--- config.mk ---
export PLATFORM = sky130hd
export DESIGN_NAME = hyst_ctrl
export DESIGN_NICKNAME = d
export VERILOG_FILES = /design/src/rtl/hyst_pkg.sv /design/src/rtl/hyst_ctrl_dwell_timer.sv /design/src/rtl/hyst_ctrl.sv
export SDC_FILE = /design/constraint.sdc
export NUM_CORES = 1
export LEC_CHECK = 0
export BUFFER_PORTS_ARGS = -buffer_cell sky130_fd_sc_hd__buf_2
export CORE_MARGIN = 10
export CORE_UTILIZATION = 55
export DETAILED_ROUTE_END_ITERATION = 10
export GPL_TIMING_DRIVEN = 1
export PLACE_DENSITY = 0.83
export SLEW_MARGIN = 0
export SYNTH_ARGS = -nofsm -noshare
export SYNTH_HDL_FRONTEND = slang
export SYNTH_SLANG_ARGS = --single-unit
--- constraint.sdc ---
create_clock -name clk -period 2.55 [get_ports clk]
set_input_delay 0.3825 -clock clk [delete_from_list [all_inputs] [get_ports clk]]
set_output_delay 0.3825 -clock clk [all_outputs]
set_load 0.05 [all_outputs]
--- src/rtl/hyst_pkg.sv ---
// rtl/hyst_pkg.sv - shared encodings and parameter checks for the hysteresis controller
package hyst_pkg;

  // FSM state encoding, also exported on the st port
  typedef enum logic [1:0] {
    ST_IDLE = 2'd0,
    ST_COOL = 2'd1,
    ST_HEAT = 2'd2,
    ST_REST = 2'd3
  } state_t;

  // Operating mode encoding
  localparam logic [1:0] MODE_OFF       = 2'd0;
  localparam logic [1:0] MODE_COOL_ONLY = 2'd1;
  localparam logic [1:0] MODE_HEAT_ONLY = 2'd2;
  localparam logic [1:0] MODE_AUTO      = 2'd3;

  // True when the mode lets the cool output run
  function automatic logic cool_allowed(input logic [1:0] mode);
    return (mode == MODE_COOL_ONLY) || (mode == MODE_AUTO);
  endfunction

  // True when the mode lets the heat output run
  function automatic logic heat_allowed(input logic [1:0] mode);
    return (mode == MODE_HEAT_ONLY) || (mode == MODE_AUTO);
  endfunction

  // Elaboration helper: value is representable in an unsigned counter of this width
  function automatic bit dwell_fits(input int value, input int width);
    return (value >= 0) && (width > 0) && (width < 31) && (value < (1 << width));
  endfunction

endpackage

--- src/rtl/hyst_ctrl_dwell_timer.sv ---
// rtl/hyst_ctrl_dwell_timer.sv - saturating dwell counter with clear and limit compares
module dwell_timer #(
  parameter int DWELL_W = 8
) (
  input  logic               clk,
  input  logic               rst_n,
  input  logic               clr,
  input  logic [DWELL_W-1:0] limit,
  output logic               at,
  output logic               reached
);

  localparam logic [DWELL_W-1:0] CNT_MAX = '1;

  logic [DWELL_W-1:0] count_q;
  logic [DWELL_W-1:0] count_d;

  // Next count: clear on request, otherwise count up and stick at all-ones
  always_comb begin
    count_d = count_q;
    if (clr) begin
      count_d = '0;
    end else if (count_q != CNT_MAX) begin
      count_d = count_q + DWELL_W'(1);
    end
  end

  // Count register
  always_ff @(posedge clk or negedge rst_n) begin
    if (!rst_n) begin
      count_q <= '0;
    end else begin
      count_q <= count_d;
    end
  end

  assign at      = (count_q == limit);
  assign reached = (count_q >= limit);

endmodule

--- src/rtl/hyst_ctrl.sv ---
// rtl/hyst_ctrl.sv - dual-output hysteresis controller with dwell protection
module hyst_ctrl
  import hyst_pkg::*;
#(
  parameter int W       = 8,
  parameter int MIN_ON  = 16,
  parameter int MIN_OFF = 32,
  parameter int DWELL_W = 8
) (
  input  logic         clk,
  input  logic         rst,
  input  logic [W-1:0] sample,
  input  logic         sample_vld,
  input  logic [W-1:0] hi_set,
  input  logic [W-1:0] hi_clr,
  input  logic [W-1:0] lo_set,
  input  logic [W-1:0] lo_clr,
  input  logic [1:0]   mode,
  input  logic         en,
  output logic         cool_on,
  output logic         heat_on,
  output logic [1:0]   st,
  output logic         cfg_err
);

  if (!dwell_fits(MIN_ON, DWELL_W) || !dwell_fits(MIN_OFF, DWELL_W) || (MIN_OFF < 1))
  begin : g_bad_params
    $error("hyst_ctrl: MIN_ON/MIN_OFF must fit in DWELL_W bits and MIN_OFF must be >= 1");
  end

  // Compare points are count == N-1 because the count is 0 in the first cycle of a state
  localparam int ON_LIM_I  = (MIN_ON > 0) ? MIN_ON - 1 : 0;
  localparam int OFF_LIM_I = (MIN_OFF > 0) ? MIN_OFF - 1 : 0;
  localparam logic [DWELL_W-1:0] ON_LIM  = DWELL_W'(ON_LIM_I);
  localparam logic [DWELL_W-1:0] OFF_LIM = DWELL_W'(OFF_LIM_I);

  state_t             st_q, st_d;
  logic               cool_q, cool_d;
  logic               heat_q, heat_d;
  logic               cfg_err_q, cfg_err_d;
  logic [DWELL_W-1:0] dwell_limit;
  logic               dwell_at;
  logic               dwell_reached;
  logic               state_entry;

  // Threshold consistency: both bands must have hysteresis and must not overlap
  always_comb begin
    cfg_err_d = 1'b0;
    if ((hi_clr >= hi_set) || (lo_clr <= lo_set) || (lo_clr >= hi_clr)) begin
      cfg_err_d = 1'b1;
    end
  end

  // Next state and next output drive; safety exits override the minimum-on dwell
  always_comb begin
    st_d = st_q;
    unique case (st_q)
      ST_IDLE: begin
        if (sample_vld && en && !cfg_err_q) begin
          if ((sample >= hi_set) && cool_allowed(mode)) begin
            st_d = ST_COOL;
          end else if ((sample <= lo_set) && heat_allowed(mode)) begin
            st_d = ST_HEAT;
          end
        end
      end
      ST_COOL: begin
        if (!en || cfg_err_q || !cool_allowed(mode)) begin
          st_d = ST_REST;
        end else if (sample_vld && (sample <= hi_clr) && dwell_reached) begin
          st_d = ST_REST;
        end
      end
      ST_HEAT: begin
        if (!en || cfg_err_q || !heat_allowed(mode)) begin
          st_d = ST_REST;
        end else if (sample_vld && (sample >= lo_clr) && dwell_reached) begin
          st_d = ST_REST;
        end
      end
      ST_REST: begin
        if (dwell_at) begin
          st_d = ST_IDLE;
        end
      end
      default: st_d = ST_IDLE;
    endcase
    cool_d = (st_d == ST_COOL);
    heat_d = (st_d == ST_HEAT);
  end

  // The single timer serves both dwell phases, so its limit follows the current state
  always_comb begin
    state_entry = (st_d != st_q);
    dwell_limit = (st_q == ST_REST) ? OFF_LIM : ON_LIM;
  end

  dwell_timer #(
    .DWELL_W (DWELL_W)
  ) u_dwell (
    .clk     (clk),
    .rst_n   (rst),
    .clr     (state_entry),
    .limit   (dwell_limit),
    .at      (dwell_at),
    .reached (dwell_reached)
  );

  // State, output drive and configuration flag registers
  always_ff @(posedge clk or negedge rst) begin
    if (!rst) begin
      st_q      <= ST_IDLE;
      cool_q    <= 1'b0;
      heat_q    <= 1'b0;
      cfg_err_q <= 1'b0;
    end else begin
      st_q      <= st_d;
      cool_q    <= cool_d;
      heat_q    <= heat_d;
      cfg_err_q <= cfg_err_d;
    end
  end

  assign cool_on = cool_q;
  assign heat_on = heat_q;
  assign st      = st_q;
  assign cfg_err = cfg_err_q;

endmodule

=== Word level (Yosys, flattened, before mapping) ===
Cells that the tools add are included.
W data, S select, Z words.

* Register bits: 13
* Word-level logic and storage cells: 59
* Input bits: 46
* Output and inout bits: 5

* $add $sub $neg: 1
* Equality and inequality tests: 11
* Mux-type cells: 13
* $lt $le $gt $ge: 8
* Reduce and logical (&&, ||, !) cells: 21

{| class="wikitable"
|+ Operators by type and width
! kind !! count
|-
| $ge A8 B8 Y1 || 4
|-
| $le A8 B8 Y1 || 3
|-
| $mux W2 || 8
|-
| $mux W8 || 2
|-
| $eq A2 B2 Y1 const B || 5
|-
| $add A8 B1 Y8 const B || 1
|-
| $eq A8 B5 Y1 || 1
|-
| $ge A8 B5 Y1 || 1
|-
| $logic_and A1 B1 Y1 || 8
|-
| $ne A8 B8 Y1 const B || 1
|-
| $pmux W2 S4 || 1
|-
| $logic_or A1 B1 Y1 || 7
|-
| $eq A2 B1 Y1 const B || 3
|-
| $mux W5 || 1
|-
| $logic_not A1 Y1 || 4
|-
| $logic_not A2 Y1 || 1
|-
| $ne A2 B2 Y1 || 1
|-
| $reduce_bool A2 Y1 || 1
|-
| $mux W1 || 1
|}

=== Longest topological paths before layout ===
Gate-level depths: netlist (run 1).

* Depth in word-level cells: 9
* Depth in mapped cells: 10
* Depth with buffers taken out: 8

=== Modules after synthesis ===
From an unflattened synthesis (run 1), not the netlist that was laid out.

* Cells, all modules: 265
* Area, all modules: 2,229.6 um^2

{| class="wikitable"
|+ Modules (own cells, without submodules)
! module !! cells each !! sequential area each (um^2) !! area an instance (um^2) !! times used
|-
| hyst_ctrl || 194 || 125.1 || 1,585.3 || 1
|-
| dwell_timer || 71 || 200.2 || 644.4 || 1
|}

=== Worst setup path before layout (run 1) ===
Ideal clock, no wire load.

* Path type: flip-flop to flip-flop
* From: register st_q[0] (netlist: st[0])
* To: register heat_q (netlist: heat_on)
* Arrival: 2.381 ns
* Required time: 2.439 ns
* Buffers on the path: 1
* Clock period less this slack: 2.492 ns
* Cell stages (with the launch flop): 9
* Path slack: 0.058 ns
* Library setup time: 0.111 ns
* Cell sequence: dfrtp_1 -> buf_2 -> nand2_1 -> ha_1 -> nand4_1 -> a21boi_1 -> or3b_1 -> a32o_1 -> a2111oi_2

* Longest elaborated chain between the ends: 8
* Elaborated cells between the ends (all ways): 19
* Those cells by class: 1 x order compare; 5 x eq/ne; 10 x mux; 3 x reduce/logical

{| class="wikitable"
|+ Ends and longest elaborated chain
! item !! RTL line !! text
|-
| from (decl) || hyst_ctrl.sv:37 || <nowiki>state_t st_q, st_d;</nowiki>
|-
| from (signal assigned) || hyst_ctrl.sv:117 || <nowiki>st_q <= st_d;</nowiki>
|-
| $eq A2 B2 Y1 || hyst_ctrl.sv:57, hyst_ctrl.sv:95 ||
|-
| $mux W5 || hyst_ctrl.sv:95 || <nowiki>dwell_limit = (st_q == ST_REST) ? OFF_LIM : ON_LIM;</nowiki>
|-
| $ge A8 B5 Y1 || hyst_ctrl_dwell_timer.sv:38 || <nowiki>assign reached = (count_q >= limit);</nowiki>
|-
| $logic_and A1 B1 Y1 (on tied branches) || hyst_ctrl.sv:77, hyst_ctrl.sv:70 ||
|-
| $mux W2 (on tied branches) || hyst_ctrl.sv:77, hyst_ctrl.sv:70 ||
|-
| $mux W2 (on tied branches) || hyst_ctrl.sv:75, hyst_ctrl.sv:68 ||
|-
| $pmux W2 S4 * || hyst_ctrl.sv:57 || <nowiki>unique case (st_q)</nowiki>
|-
| named net st_d[0] || hyst_ctrl.sv:37 ||
|-
| $eq A2 B2 Y1 * || hyst_ctrl.sv:89 || <nowiki>heat_d = (st_d == ST_HEAT);</nowiki>
|-
| named net heat_d || hyst_ctrl.sv:39 || <nowiki>logic heat_q, heat_d;</nowiki>
|-
| to (signal assigned) || hyst_ctrl.sv:119 || <nowiki>heat_q <= heat_d;</nowiki>
|-
| to (decl) || hyst_ctrl.sv:39 ||
|}

The timed path passes the listed nets; every way through them passes the cells marked *.
A chain may end at the register's enable or synchronous reset.

=== Worst setup path in the final report (run 1) ===
* From: register u_dwell.count_q[4]
* To: register heat_q (netlist: heat_on)

* Longest elaborated chain between the ends: 6
* Elaborated cells between the ends (all ways): 11
* Those cells by class: 1 x order compare; 2 x eq/ne; 6 x mux; 2 x reduce/logical

{| class="wikitable"
|+ Ends and longest elaborated chain
! item !! RTL line !! text
|-
| from (decl) || hyst_ctrl_dwell_timer.sv:15 || <nowiki>logic [DWELL_W-1:0] count_q;</nowiki>
|-
| from (signal assigned) || hyst_ctrl_dwell_timer.sv:33 || <nowiki>count_q <= count_d;</nowiki>
|-
| $ge A8 B5 Y1 || hyst_ctrl_dwell_timer.sv:38 ||
|-
| $logic_and A1 B1 Y1 (on tied branches) || hyst_ctrl.sv:77, hyst_ctrl.sv:70 ||
|-
| $mux W2 (on tied branches) || hyst_ctrl.sv:77, hyst_ctrl.sv:70 ||
|-
| $mux W2 (on tied branches) || hyst_ctrl.sv:75, hyst_ctrl.sv:68 ||
|-
| $pmux W2 S4 * || hyst_ctrl.sv:57 ||
|-
| named net st_d[0] || hyst_ctrl.sv:37 ||
|-
| $eq A2 B2 Y1 * || hyst_ctrl.sv:89 ||
|-
| named net heat_d || hyst_ctrl.sv:39 ||
|}

Marks and branches as above.

==> results.sh, run 1 <==
export IMPL_post_cts_resized=0
export IMPL_coreArea_um2=3633
export IMPL_yosysSeqAreaShare_pct=15.82
export IMPL_slew_violations=0
export IMPL_outcome="finished clean"
export IMPL_drive_above_1_share_pct=21.28
export IMPL_synth_edf_count=0
export IMPL_die_w_um=81.14
export IMPL_avgSynthCellArea_um2=8.530
export IMPL_grt_util_all_layers_pct=16.41
export IMPL_crit_path_start_kind="register"
export IMPL_vias_per_cell=5.645
export IMPL_dp_hpwl_um=4652
export IMPL_syn_num_nets=345
export IMPL_hp_class="in -> async"
export IMPL_yosys_top_cells_count="ha_1, inv_1, a21oi_1"
export IMPL_cts_sinks=13
export IMPL_synth_most_common_cell="ha_1"
export IMPL_required_ns=2.67
export IMPL_netlist_area_um2=2056
export IMPL_tightest_slew_ns=0.4719
export IMPL_synth_top_cell_area_share_pct=35.30
export IMPL_cts_htree_levels=1
export IMPL_ios=51
export IMPL_cts_buffers_inserted=3
export IMPL_areaGrowthSynthToFinish_pct=17.65
export IMPL_synth_simple_gate_area_share_pct=19.35
export IMPL_drc_errors=0
export IMPL_synth_largest_area_cell="ha_1"
export IMPL_grt_overflow=0
export IMPL_cpPeakStageDelay_ns=0.44
export IMPL_grt_setup_unrepaired="no"
export IMPL_synthAdderAreaFrac_pct=35.30
export IMPL_start_util_pct=56.58
export IMPL_hold_buffers=0
export IMPL_drt_total_wl_um=5201
export IMPL_comb_power_share_pct=52.6
export IMPL_muxShareOfSynthArea_pct=1.461
export IMPL_portBuffers=50
export IMPL_drt_iter0_drc=80
export IMPL_grt_pass1_vias=2113
export IMPL_power_total_mw=1.148
export IMPL_finalClockSkew_ns=0.001392
export IMPL_p_per_area_nw_per_um2=474.5
export IMPL_fmax_mhz=465.4
export IMPL_cts_root_buf="clkbuf_8"
export IMPL_fin_ws_ns=0.4011
export IMPL_cts_setup_buffers=0
export IMPL_swShare_pct=42.28
export IMPL_antenna_found_initial=0
export IMPL_synth_top_flop_cell="dfrtp_1"
export IMPL_crit_chain="ha_1, nand4_1, a21boi_1, or3b_1, a32o_1, a2111oi_2"
export IMPL_drtPass1Iterations=4
export IMPL_arrival_ns=2.27
export IMPL_grt_pass1_wl_um=8866
export IMPL_power_frac_seq_pct=31.4
export IMPL_period_minus_slack_ns=2.149
export IMPL_finalCritPeriodShare_pct=84.27
export IMPL_drv_cap=0
export IMPL_post_place_ws_ns=0.1888
export IMPL_vias=1942
export IMPL_worst_path_max_delay_cell="dfrtp_1"
export IMPL_postRouteAntennaNets=0
export IMPL_ys_ff_latch=13
export IMPL_cts_path_max_buffers=2
export IMPL_hold_viol=0
export IMPL_synthCells=241
export IMPL_clk_pin_slew_ns=0.06
export IMPL_dieArea_um2=6583
export IMPL_synth_top_family_by_area="adder cells"
export IMPL_slew_headroom_pct=68.43
export IMPL_antenna_cells=0
export IMPL_synth_compound_gate_area_share_pct=19.90
export IMPL_vdd_drop_max_uv=219.9
export IMPL_p_leak_nw=1.328
export IMPL_setup_viol=0
export IMPL_yosysWarnings=0
export IMPL_p_sw_uw=485.2
export IMPL_async_flop_share_pct=100.0
export IMPL_critPathKind="reg -> reg"
export IMPL_clkPwrFrac_pct=15.9
export IMPL_grt_start_max_net_pins=14
export IMPL_synth_xor_area_share_pct=1.704
export IMPL_cts_tree="yes"
export IMPL_synthTopCellsByArea="ha_1, dfrtp_1, inv_1"
export IMPL_die_h_um=81.14
export IMPL_path_max_fanout=5
export IMPL_clock_latency_ns=0.24
export IMPL_ys_types=41
export IMPL_rows=22
export IMPL_place_congestion=0.8443
export IMPL_routedWlPerCell_um=15.12
export IMPL_finalSetupTns_ns=0
export IMPL_final_nets=401
export IMPL_cp_end_kind="register"
export IMPL_p_int_uw=662.4
sequential cells by signal, summed over array words and instances (netlist names):
signal	flops
u_dwell.count_q	8
st	2
cfg_err	1
cool_on	1
heat_on	1
cells by family (layout without fill, tap and decap cells):
| family | Yosys count | after routing |
|---|---|---|
| mux | 3 | 3 |
| fa+ha+maj | 58 | 58 |
| buf+inv | 33 | 88 |
| compound gates | 62 | 62 |
| simple gates | 68 | 68 |
| flops | 13 | 13 |
| xor+xnor | 4 | 4 |
metrics by stage:
| stage | instance area [um2] | instances | hold WS, ns | utilization (%) |
|---|---|---|---|---|
| 2_1_floorplan | 2056 | 241 | 0.08691 | - |
| 3_5_place_dp | 2372 | 340 | 0.2766 | 65.29 |
| 4_1_cts | 2419 | 344 | 0.02347 | 66.56 |
| 5_1_grt | 2419 | 344 | 0.02930 | 66.56 |
| 6_report | 2419 | 344 | 0.01230 | 66.56 |
| 3_3_place_gp | 2372 | 340 | 0.2704 | 65.29 |
path summary, 6_finish.rpt:
check                                                from                              to  slack [ns]  cells past startpoint
min in group clk                               sample_vld                 st[1]$_DFF_PN0_        0.47                      3
max                        u_dwell.count_q[4]$_DFFE_PN0P_               heat_on$_DFF_PN0_        0.40                      6
max reg2reg                u_dwell.count_q[4]$_DFFE_PN0P_               heat_on$_DFF_PN0_        0.40                      6
min                                                   rst  u_dwell.count_q[3]$_DFFE_PN0P_        0.01                      1
max in group asynchronous                             rst                 st[0]$_DFF_PN0_        2.32                      1
min reg2reg                u_dwell.count_q[6]$_DFFE_PN0P_  u_dwell.count_q[6]$_DFFE_PN0P_        0.67                      2
critical path: cells and delay by family (launching register included):
family / cells / cell delay, ns
adders and majority gates: 1 / 0.32
DFF: 1 / 0.44
and+or+nand+nor: 2 / 0.52
AOI/OAI and AO/OA: 3 / 0.76
cell type report:
| type | count | area (um2) |
|---|---|---|
| clock buffer | 3 | 41.29 |
| inverter | 31 | 116.4 |
| sequential | 13 | 325.3 |
| clock inverter | 1 | 5.005 |
| tap | 48 | 60.06 |
| multi-input combinational | 195 | 1598 |
| timing repair buffer | 53 | 272.8 |
| fill | 329 | 1215 |
layer usage:
layer | track usage (%) | wire length, um | share of wire (%) | vias up
met5 | 0 | 0 | 0 | -
met3 | 2.649 | 244 | 4.7 | 11
li1 | - | - | - | 996
met2 | 32.09 | 2744 | 53 | 50
met1 | 17.06 | 2124 | 41 | 885
met4 | 5.882 | 87 | 1.7 | 0
power by group through the flow:
stage / Combinational (mW) / Clock [mW] / Sequential [mW]
floorplan: 0.415 / 0 / 0.371
global placement: 0.583 / 0 / 0.360
detailed placement: 0.602 / 0 / 0.363
CTS: 0.608 / 0.181 / 0.360
global route: 0.687 / 0.191 / 0.379
finish: 0.604 / 0.183 / 0.360
placed cells by master, fill, tap and decap left out, drive strengths merged, types with 7 or more instances in the layout:
cell type  instances
ha                58
buf               53
inv               31
a21oi             16
dfrtp             13
nor2              13
o21ai             13
nand2             11
nand2b            10
a211oi             9
nand4              8
a21o               7
Power figures use the tool's default switching activity.
==> run 2: changes to the inputs <==
Settings changed: CORE_UTILIZATION 55 to 49, PLACE_DENSITY 0.83 to 0.78.
Clock period 2.55 ns to 1.8 ns, I/O delays scaled along.
==> run 2 against run 1 <==
  * The run now ends with negative setup slack left
  * Critical endpoint unchanged
  * Clock skew grew 0.00092 ns
  * Total power rose by 74%
  * Die area increased by 9.2%
  * Clock-buffer cell count unchanged
  * Sequential share of layout area down 2.7 points
  * Global-route usage fell by 0.50 points
  * Fmax grew 5.5%
  * Sequential power up 27%
  * Combinational power up 110%
==> results.sh, run 2 (synthesis results as in run 1) <==
export IMPL_die_h_um=84.77
export IMPL_routedWlPerCell_um=14.79
export IMPL_drt_total_wl_um=5961
export IMPL_required_ns=1.93
export IMPL_vias_per_cell=5.494
export IMPL_finalCritPeriodShare_pct=113.2
export IMPL_top_register="u_dwell.count_q"
export IMPL_fill_cells=301
export IMPL_portBuffers=50
export IMPL_grt_util_all_layers_pct=15.92
export IMPL_rows=23
export IMPL_postRouteAntennaNets=0
export IMPL_grt_pass1_vias=2325
export IMPL_final_cell_mix="ha_1, buf_4, buf_2"
export IMPL_dieArea_um2=7186
export IMPL_tightest_slew_ns=0.4526
export IMPL_die_w_um=84.77
export IMPL_period_minus_slack_ns=2.038
export IMPL_grt_setup_unrepaired="yes"
export IMPL_start_util_pct=51.02
export IMPL_clock_latency_ns=0.25
export IMPL_final_common_cell="ha_1"
export IMPL_areaGrowthSynthToFinish_pct=47.66
export IMPL_cp_end_kind="register"
export IMPL_power_total_mw=2.001
export IMPL_drive_above_1_share_pct=41.36
export IMPL_vias=2214
export IMPL_critPathKind="reg -> reg"
export IMPL_cts_path_max_buffers=2
export IMPL_coreArea_um2=4029
export IMPL_cts_htree_levels=1
export IMPL_grt_overflow=0
export IMPL_slew_headroom_pct=69.62
export IMPL_cts_sinks=13
export IMPL_cts_tree="yes"
export IMPL_fmax_mhz=490.8
export IMPL_hold_worst_slack_ns=0.4194
export IMPL_final_nets=458
export IMPL_place_congestion=0.8680
export IMPL_cts_buffers_inserted=3
export IMPL_arrival_ns=2.17
export IMPL_hold_viol=0
export IMPL_hp_class="in -> reg"
export IMPL_finalClockSkew_ns=0.002314
export IMPL_final_util_pct=75.34
export IMPL_vdd_drop_max_uv=311.2
export IMPL_p_per_area_nw_per_um2=659.4
export IMPL_largest_reg_flops=8
export IMPL_p_leak_nw=1.660
export IMPL_cts_root_buf="clkbuf_8"
export IMPL_drtPass1Iterations=4
export IMPL_violations="negative setup slack"
export IMPL_drc_errors=0
export IMPL_grt_pass1_wl_um=9784
export IMPL_ios=51
export IMPL_slew_violations=0
export IMPL_outcome="finished, violations left"
export IMPL_path_max_fanout=2
export IMPL_fin_ws_ns=-0.2375
export IMPL_drt_iter0_drc=73
export IMPL_drv_cap=0
export IMPL_dp_hpwl_um=5066
export IMPL_crit_path_start_kind="register"
export IMPL_antenna_cells=0
export IMPL_antenna_found_initial=0
export IMPL_setup_viol=12
export IMPL_clk_pin_slew_ns=0.05
export IMPL_grt_start_max_net_pins=14
[run 2: changes by cell type in the layout (fill, tap and decap cells not counted), moves of 3 or more]
| cell | before | now |
|---|---|---|
| a211oi_1 | 9 | 3 |
| a211oi_2 | 0 | 6 |
| a21oi_1 | 16 | 13 |
| a21oi_2 | 0 | 3 |
| buf_4 | 3 | 55 |
| buf_6 | 0 | 3 |
| nor2_1 | 12 | 9 |
[run 2: metrics by stage]
stage          TNS (ns)  std cells  area (um2)  setup WS (ns)
6_report         -1.924        403        3035        -0.2375
3_3_place_gp     -3.291        392        2809        -0.3603
2_1_floorplan    -3.740        241        2108        -0.3991
5_1_grt          -2.844        403        3035        -0.3062
3_5_place_dp     -3.865        392        2809        -0.4567
4_1_cts          -1.971        402        2948        -0.2437
[run 2: critical path, stage by stage (launching register included)]
cell,delay [ns]
dfrtp_2,0.42
nand2_4,0.07
ha_4,0.19
nand4_1,0.16
a21boi_2,0.10
or3b_1,0.37
a32o_2,0.30
a2111oi_4,0.31
[run 2: cell type report]
class / count / area [um2] / share of cell area (%)
Multi-Input combinational cell: 195 / 1755 / 57.83
Timing Repair Buffer: 110 / 726.9 / 23.95
Sequential cell: 13 / 327.8 / 10.80
Inverter: 31 / 116.4 / 3.833
Tap cell: 50 / 62.56 / 2.061
Clock buffer: 3 / 41.29 / 1.360
Clock inverter: 1 / 5.005 / 0.1649
[run 2: repair_timing]
item,4_1_cts,5_1_grt
setup buffers,5,1
gates resized for setup,9,16
pin swaps,6,7
hold buffers,1,0
hold endpoints to repair,13,0
setup endpoints to repair,12,12
[run 2: where the power goes]
part	leakage, nW	internal [mW]	switching, mW
Combinational	1.48	0.656	0.628
Clock	0.0255	0.153	0.106
Sequential	0.154	0.389	0.0699
[run 2: layer usage]
metal / vias to the layer above / global-route usage (%) / routed length [um]
met1: 1032 / 16.79 / 2444
met5: - / 0 / 0
met4: 0 / 5.838 / 91
li1: 1118 / - / -
met3: 8 / 2.995 / 255
met2: 56 / 30.20 / 3169
[run 2: worst paths after layout]
| kind | startpoint | endpoint | slack [ns] | cells past startpoint |
|---|---|---|---|---|
| min in group asynchronous | rst | u_dwell.count_q[2]$_DFFE_PN0P_ | 0.44 | 2 |
| worst max register to register | st[1]$_DFF_PN0_ | heat_on$_DFF_PN0_ | -0.24 | 7 |
| worst min-delay path | sample_vld | heat_on$_DFF_PN0_ | 0.42 | 3 |
| worst max-delay path | st[1]$_DFF_PN0_ | heat_on$_DFF_PN0_ | -0.24 | 7 |
| max in group asynchronous | rst | st[0]$_DFF_PN0_ | 1.11 | 2 |
| worst min register to register | u_dwell.count_q[3]$_DFFE_PN0P_ | u_dwell.count_q[3]$_DFFE_PN0P_ | 0.72 | 4 |
==> run 3: changes to the inputs <==
Settings changed: CORE_ASPECT_RATIO from default to 0.5.
==> run 3 against run 2 <==
  * The run still ends with negative setup slack left
  * Worst setup slack improved by 0.033 ns
  * Sequential cell count unchanged
  * Clock power fell by 2%
  * Largest power group unchanged
  * Critical path depth stayed put
  * Sequential share of layout area about the same
  * First-iteration DRC count grew 48%
  * Cell area grew 0.21%
  * Utilization is 1.4 points higher
  * Combinational power barely moved
  * Hold slack better by 0.012 ns
==> results.sh, run 3 (synthesis results as in run 1) <==
export IMPL_outcome="finished, violations left"
export IMPL_violations="negative setup slack"
export IMPL_vias=2208
export IMPL_rows=16
export IMPL_drc_errors=0
export IMPL_vdd_drop_max_uv=345.9
export IMPL_power_frac_seq_pct=23.0
export IMPL_period_minus_slack_ns=2.005
export IMPL_swShare_pct=41.19
export IMPL_antenna_cells=0
export IMPL_postRouteAntennaNets=0
export IMPL_grt_util_all_layers_pct=17.07
export IMPL_die_h_um=65.80
export IMPL_required_ns=1.94
export IMPL_p_int_mw=1.190
export IMPL_drt_iter0_drc=108
export IMPL_largest_reg_flops=8
export IMPL_drt_total_wl_um=6405
export IMPL_finalClockSkew_ns=0.001296
export IMPL_cts_htree_levels=1
export IMPL_critPathKind="reg -> reg"
export IMPL_final_cell_mix="ha_1, buf_4, buf_2"
export IMPL_dp_hpwl_um=5485
export IMPL_grt_pass1_wl_um=10620
export IMPL_fmax_mhz=498.8
export IMPL_hold_viol=0
export IMPL_finalSetupTns_ns=-1.550
export IMPL_place_congestion=0.8725
export IMPL_rrSetupSlack_ns=-0.20
export IMPL_cts_sinks=13
export IMPL_vias_per_cell=5.412
export IMPL_top_register="u_dwell.count_q"
export IMPL_slew_headroom_pct=41.82
export IMPL_antenna_found_initial=0
export IMPL_dpl_instance_area_um2=2851
export IMPL_grt_setup_unrepaired="yes"
export IMPL_comb_power_share_pct=64.5
export IMPL_arrival_ns=2.15
export IMPL_final_nets=459
export IMPL_clkPwrFrac_pct=12.5
export IMPL_routedWlPerCell_um=15.70
export IMPL_worst_path_max_delay_cell="dfrtp_2"
export IMPL_design_area_um2=3042
export IMPL_final_util_pct=76.74
export IMPL_start_util_pct=51.86
export IMPL_drive_above_1_share_pct=41.53
export IMPL_path_max_fanout=8
export IMPL_clk_pin_slew_ns=0.05
export IMPL_p_leak_nw=1.661
export IMPL_portBuffers=50
export IMPL_drtPass1Iterations=4
export IMPL_tightest_slew_ns=0.8694
export IMPL_setup_viol=11
export IMPL_cts_root_buf="clkbuf_8"
export IMPL_finalCritPeriodShare_pct=111.4
export IMPL_dieArea_um2=7343
export IMPL_clock_latency_ns=0.24
export IMPL_cts_buffers_inserted=3
export IMPL_crit_chain="buf_4, nor4bb_4, and3b_1, a21oi_2, and3b_2, buf_12, a211oi_4"
export IMPL_cpPeakStageDelay_ns=0.42
export IMPL_fin_ws_ns=-0.2047
export IMPL_cts_path_max_buffers=2
export IMPL_p_per_area_nw_per_um2=665.3
export IMPL_fill_cells=289
export IMPL_grt_pass1_vias=2432
export IMPL_coreArea_um2=3964
export IMPL_hp_class="in -> reg"
export IMPL_die_w_um=111.6
export IMPL_ios=51
export IMPL_grt_overflow=0
export IMPL_cp_end_kind="register"
export IMPL_drv_cap=0
export IMPL_crit_path_start_kind="register"
export IMPL_slew_violations=0
export IMPL_p_sw_uw=833.5
export IMPL_cts_tree="yes"
export IMPL_areaGrowthSynthToFinish_pct=47.96
export IMPL_grt_start_max_net_pins=14
[run 3: changes by cell type in the layout (fill, tap and decap cells not counted), sizes merged]
cell,before,now
buf,109,110
clkbuf,3,4
clkinv,1,0
[run 3: layer usage]
metal	global-route usage, %	vias up	share of wire, %
met1	17.84	1022	41
met5	0	-	0
li1	-	1124	-
met2	35.17	50	53
met4	5.414	0	1.6
met3	2.083	12	3.8
[run 3: repair_timing]
action	4_1_cts	5_1_grt
pin swaps	9	10
gates resized for setup	16	12
buffers inserted	3	0
hold endpoints to repair	13	0
endpoints found under the setup margin	12	12
hold buffers	1	0
[run 3: worst max-delay path: cells and delay by family, from the launching register on]
family	cells	cell delay, ns
and+or+nand+nor	3	0.85
DFF	1	0.42
buffers and inverters	2	0.32
AOI/OAI and AO/OA	2	0.30
[run 3: layout make-up]
class                           instances  area, um2  share of cell area, %
Inverter                               31      116.4                  3.826
Sequential cell                        13      327.8                  10.78
Multi-Input combinational cell        195       1754                  57.67
Timing Repair Buffer                  111      730.7                  24.02
Tap cell                               54      67.56                  2.221
Clock buffer                            4      45.04                  1.481
[run 3: power groups by stage]
| stage | clock [mW] | sequential (mW) | combinational (mW) |
|---|---|---|---|
| floorplan | 0 | 0.535 | 0.641 |
| global placement | 0 | 0.450 | 1.11 |
| detailed placement | 0 | 0.463 | 1.18 |
| CTS | 0.258 | 0.464 | 1.28 |
| global route | 0.272 | 0.478 | 1.43 |
| finish | 0.253 | 0.465 | 1.31 |
[run 3: worst paths after layout]
kind / from / cells past startpoint / endpoint
max in group asynchronous: rst / 2 / st[1]$_DFF_PN0_
min in group asynchronous: rst / 2 / u_dwell.count_q[0]$_DFFE_PN0P_
min reg2reg: u_dwell.count_q[3]$_DFFE_PN0P_ / 4 / u_dwell.count_q[3]$_DFFE_PN0P_
max: st[1]$_DFF_PN0_ / 7 / u_dwell.count_q[5]$_DFFE_PN0P_
max reg2reg: st[1]$_DFF_PN0_ / 7 / u_dwell.count_q[5]$_DFFE_PN0P_
min: sample_vld / 3 / heat_on$_DFF_PN0_
[run 3: stage by stage]
stage	hold slack, ns	setup slack (ns)	std cells	power [mW]
floorplan	-0.02559	-0.3991	241	1.176
global placement	0.1611	-0.3254	401	1.560
detailed placement	0.1711	-0.4621	401	1.641
CTS	0.3664	-0.1843	409	2.004
global route	0.4309	-0.2800	408	2.176
finish	0.4318	-0.2047	408	2.024
